===== src/rtl/frame_stack.sv =====
// frame_stack: LIFO of DEPTH 256-bit register-file frames (call pushes, ret pops). Optional sticky err via FRAME_STACK_ERR_EN.
// Latency: push stored at the call edge; popped frame and restore pulse are registered, 1 cycle after ret.
// Backpressure: none; overflow, underflow and call+ret conflicts are dropped, and full/empty come from the registered count.
module frame_stack #(
  parameter int DEPTH = 8
) (
  input  logic                       clk,
  input  logic                       rst_n,
  input  logic                       call,
  input  logic                       ret,
  input  logic [255:0]               frameIn,
  output logic [255:0]               frameOut,
  output logic                       restore,
  output logic                       full,
  output logic                       empty,
  output logic [$clog2(DEPTH):0]     count,
  output logic                       err
);

  localparam int AW = $clog2(DEPTH);
  localparam logic [AW:0] FULL_CNT = DEPTH[AW:0];

  logic [255:0]  mem [DEPTH];
  logic          push_ok;
  logic          pop_ok;
  logic [AW:0]   top_cnt;
  logic [AW-1:0] wr_idx;
  logic [AW-1:0] rd_idx;

  assign full    = (count == FULL_CNT);
  assign empty   = (count == '0);
  assign push_ok = call & ~ret & ~full;
  assign pop_ok  = ret & ~call & ~empty;
  assign top_cnt = count - 1'b1;
  assign wr_idx  = count[AW-1:0];
  assign rd_idx  = top_cnt[AW-1:0];

  always_ff @(posedge clk or negedge rst_n) begin
    if (!rst_n) begin
      count    <= '0;
      restore  <= 1'b0;
      frameOut <= '0;
    end else begin
      restore <= pop_ok;
      if (push_ok) begin
        count <= count + 1'b1;
      end else if (pop_ok) begin
        count    <= top_cnt;
        frameOut <= mem[rd_idx];
      end
    end
  end

  // Frame storage is deliberately not reset: slots above count are never read.
  always_ff @(posedge clk) begin
    if (push_ok) begin
      mem[wr_idx] <= frameIn;
    end
  end

`ifdef FRAME_STACK_ERR_EN
  logic err_q;
  logic proto_err;

  assign proto_err = (call & ret) | (call & ~ret & full) | (ret & ~call & empty);

  always_ff @(posedge clk or negedge rst_n) begin
    if (!rst_n) begin
      err_q <= 1'b0;
    end else if (proto_err) begin
      err_q <= 1'b1;
    end
  end

  assign err = err_q;
`else
  assign err = 1'b0;
`endif

endmodule


===== config.mk =====
export PLATFORM = sky130hd
export DESIGN_NAME = frame_stack
export DESIGN_NICKNAME = d
export VERILOG_FILES = /design/src/rtl/frame_stack.sv
export SDC_FILE = /design/constraint.sdc
export NUM_CORES = 2
export LEC_CHECK = 0
export ABC_CLOCK_PERIOD_IN_PS = 38300
export CORE_MARGIN = 2
export CORE_UTILIZATION = 55
export CTS_BUF_LIST = sky130_fd_sc_hd__clkbuf_8
export CTS_CLUSTER_SIZE = 25
export DETAILED_ROUTE_END_ITERATION = 6
export PLACE_DENSITY_LB_ADDON = 0.3
export SYNTH_ARGS = -nofsm -noshare
export SYNTH_HDL_FRONTEND = slang
export SYNTH_SLANG_ARGS = --single-unit

===== constraint.sdc =====
create_clock -name clk -period 38.3 [get_ports clk]
set_clock_uncertainty 0.1 [all_clocks]
set_input_delay 7.66 -clock clk [delete_from_list [all_inputs] [get_ports clk]]
set_output_delay 7.66 -clock clk [all_outputs]
set_load 0.1 [all_outputs]

==> key figures <==
Logic synthesis
  • Most frequent cell after synthesis: edfxtp_1
  • Async set or reset register ratio after synthesis: 0.113
  • Synth Area in Adders: 0.000286
  • Synth area leaders: edfxtp_1, mux2_2, dfrtp_1
  • Synthesized-area fraction occupied by xor and xnor cells: 0.000500
  • Leading area contributor after synthesis: edfxtp_1
  • Synth cell types: 32
  • Seq/Total Area, Yosys: 0.776
  • Flops & latches, synth: 2309
  • Post-synthesis mux area share: 0.132
  • Largest family of logic cells by synthesized area: multiplexers
  • Syn Inst Count: 4684
  • Synth Flop Type: edfxtp_1
  • Count of flip-flops with a built-in enable after synthesis: 2048
  • Ys Warns: 0
  • Commonest cells in the netlist: edfxtp_1, mux2_2, o22ai_1
  • Post-synthesis compound-gate area fraction: 0.0589
  • Simple-gate share of the synthesized area: 0.0124
  • Synth Cell Area: 87600 um2
  • Syn Area/Cell: 18.7 um2
  • Yosys top cell area share: 0.702
  • Mapped Nets: 4946

Global routing
  • Initial antenna violation count: 41
  • GR Overflow Total: 0
  • GR Util All Layers: 0.238
  • Wire length of the first global-routing pass: 292 mm
  • Pin count of the biggest net entering global routing: 190
  • Vias in the first global route: 47500

Clocking
  • Clk buf depth: 4
  • CTS tree: yes
  • Setup bufs post-CTS: 0
  • Clock Latency Late Sink: 1020 ps
  • CTS Hold Buffers Added: 0
  • H-tree depth: 5
  • Post_cts resized: 0
  • Clock transition at path regs: 60 ps
  • CTS Root Cell: clkbuf_8
  • Sink Count: 2309
  • Num CTS Buffers: 371

Place
  • Detailed Place HPWL: 103 mm
  • Input/output buffers: 522
  • Final RePlAce weighted congestion: 0.756

Route
  • WL per Instance: 25.3 um
  • Number of remaining DRC errors: 1
  • Via count: 45900
  • Metal1 wirelength: 81.9 mm
  • Max Used Layer: met5
  • Number of routed nets with antenna violations: 0
  • Post-detailed-route via-to-cell ratio: 5.94
  • Pre-Repair DR Iteration Count: 7
  • Routed met2 length: 95.3 mm
  • Final WL: 196 mm
  • Met3 Wirelength: 13.9 mm
  • Initial DRC count: 3675

Pwr
  • Sequential share of power: 0.358
  • P_leak: 34.3 nW
  • Overall Power: 9.00 mW
  • VDD IR max: 0.120 mV
  • P_sw: 3.56 mW
  • Combinational share of power: 0.425
  • Clock power frac: 0.216
  • Power per cell area: 88.7 nW/um2
  • P_int: 5.44 mW
  • Switching Fraction: 0.395

Worst hold path
  • Worst min-delay path class: reg -> reg

Worst setup path
  • Crit path launch type: register
  • Required time of the critical path: 30540 ps
  • CP endpoint kind: output port
  • Kind of critical path: reg -> out
  • Arr. time, crit path: 3510 ps
  • CP max FO: 10

Floorplanning
  • # rows: 146
  • I/O pin total: 524
  • Die Width: 403 um
  • Die Y: 403 um
  • Core Region: 158000 um2
  • DIE AREA: 163000 um2
  • Starting Density: 0.553

Timing
  • Hold Fails Final Rpt: 0
  • Fin crit share: 0.294
  • Final slew viol count: 0
  • Max Fclk: 88.7 MHz
  • Relative max-transition margin: 0.102
  • Setup violators final: 0
  • Final TNS setup: 0 ps
  • Worst-Margin Slew: 1350 ps
  • Fin crit period: 11270 ps
  • RSZ-0062 raised after global routing: false

Final layout
  • Fillers: 10800
  • Layout Area Growth over Synthesis: 15.7%
  • Fraction of layout instances using a drive strength above 1: 0.278
  • Nets@finish: 5619

Outcome
  • Failing checks: design-rule violations
  • Status: finished with violations

Job
  • MaxCap Viol Count: 0
==> power by group through the flow <==
| stage | combinational (mW) | clock [mW] | sequential, mW |
|---|---|---|---|
| after detailed placement | 3.82 | 0 | 3.27 |
| after global placement | 3.78 | 0 | 3.27 |
| after CTS | 3.83 | 1.99 | 3.23 |
| after floorplan | 1.98 | 0 | 4.27 |
| after global routing | 4.01 | 2.10 | 3.25 |
| final | 3.82 | 1.95 | 3.22 |
==> per-layer routing <==
metal,up-vias,track usage
met2,1601,0.384
met5,-,0
met1,23800,0.322
met4,48,0.0754
met3,310,0.0571
li1,20200,-
==> cell families (layout without fill, tap and decap cells) <==
| logic type | count (synthesis) | after routing |
|---|---|---|
| buffers and inverters | 291 | 1245 |
| AND/OR/NAND/NOR | 280 | 280 |
| multiplexers | 1024 | 1024 |
| adder cells (fa/ha/maj) | 2 | 2 |
| XOR/XNOR | 5 | 5 |
| flip-flops | 2309 | 2309 |
| other | 1 | 17 |
| AO/OA/AOI/OAI | 772 | 772 |
==> worst max-delay path, cell delays in order, from the launching register on <==
cell and delay [ps]:
dfrtp_1 560, inv_1 350, ha_4 220, nor3b_2 200, clkdlybuf4s50_1 1170
==> cell usage in the layout, fill, tap and decap left out, types with 2 or more instances in the layout <==
| cell type | count |
|---|---|
| nand2_1 | 261 |
| clkdlybuf4s50_1 | 520 |
| nand2_4 | 4 |
| clkinv_2 | 29 |
| xor2_1 | 2 |
| buf_4 | 53 |
| bufinv_16 | 5 |
| xnor2_1 | 3 |
| diode_2 | 16 |
| edfxtp_1 | 2048 |
| inv_1 | 160 |
| o31ai_1 | 256 |
| dfrtp_1 | 261 |
| clkbuf_8 | 423 |
| mux2_2 | 1024 |
| nor2_4 | 3 |
| clkinvlp_4 | 4 |
| o22ai_1 | 512 |
| buf_12 | 13 |
| nor3_2 | 4 |
| clkinv_1 | 35 |
==> flip-flops by register name (all words and copies together) (netlist names) <==
signal	count
count	4
frameOut	256
restore	1
mem	2048
==> per-stage QoR <==
stage / hold slack [ps] / area, um2 / worst slack [ps] / utilization / std cells
6_report: 373 / 101000 / 27030 / 0.640 / 7726
5_1_grt: 395 / 101000 / 26830 / 0.640 / 7725
3_3_place_gp: 361 / 94500 / 26300 / 0.596 / 7056
3_5_place_dp: 364 / 94500 / 26190 / 0.596 / 7056
4_1_cts: 378 / 101000 / 26920 / 0.640 / 7710
2_1_floorplan: 577 / 87600 / 4660 / - / 4684
==> final cells by class <==
type / instances / area [um2] / share of cell area
Sequential cell: 2309 / 68000 / 0.671
Clock buffer: 423 / 5820 / 0.0574
Clock inverter: 231 / 1050 / 0.0104
Tap cell: 2072 / 2590 / 0.0256
Multi-Input combinational cell: 2084 / 17900 / 0.177
Antenna cell: 16 / 40.0 / 0.000395
Timing Repair Buffer: 587 / 5880 / 0.0580
Inverter: 4 / 15.0 / 0.000148
==> path summary, 6_finish.rpt <==
path	from	to	slack [ps]	depth (start not counted)
worst min-delay path	frameOut[24]$_DFFE_PN0P_	frameOut[24]$_DFFE_PN0P_	370	2
max in group asynchronous	rst_n	frameOut[51]$_DFFE_PN0P_	29940	2
worst max-delay path	count[0]$_DFFE_PN0P_	empty	27030	4
worst min register to register	frameOut[24]$_DFFE_PN0P_	frameOut[24]$_DFFE_PN0P_	370	2
worst max register to register	count[0]$_DFFE_PN0P_	frameOut[244]$_DFFE_PN0P_	31950	9
min in group asynchronous	rst_n	frameOut[153]$_DFFE_PN0P_	6550	1
Note: power is estimated with default switching activity, not from simulation.
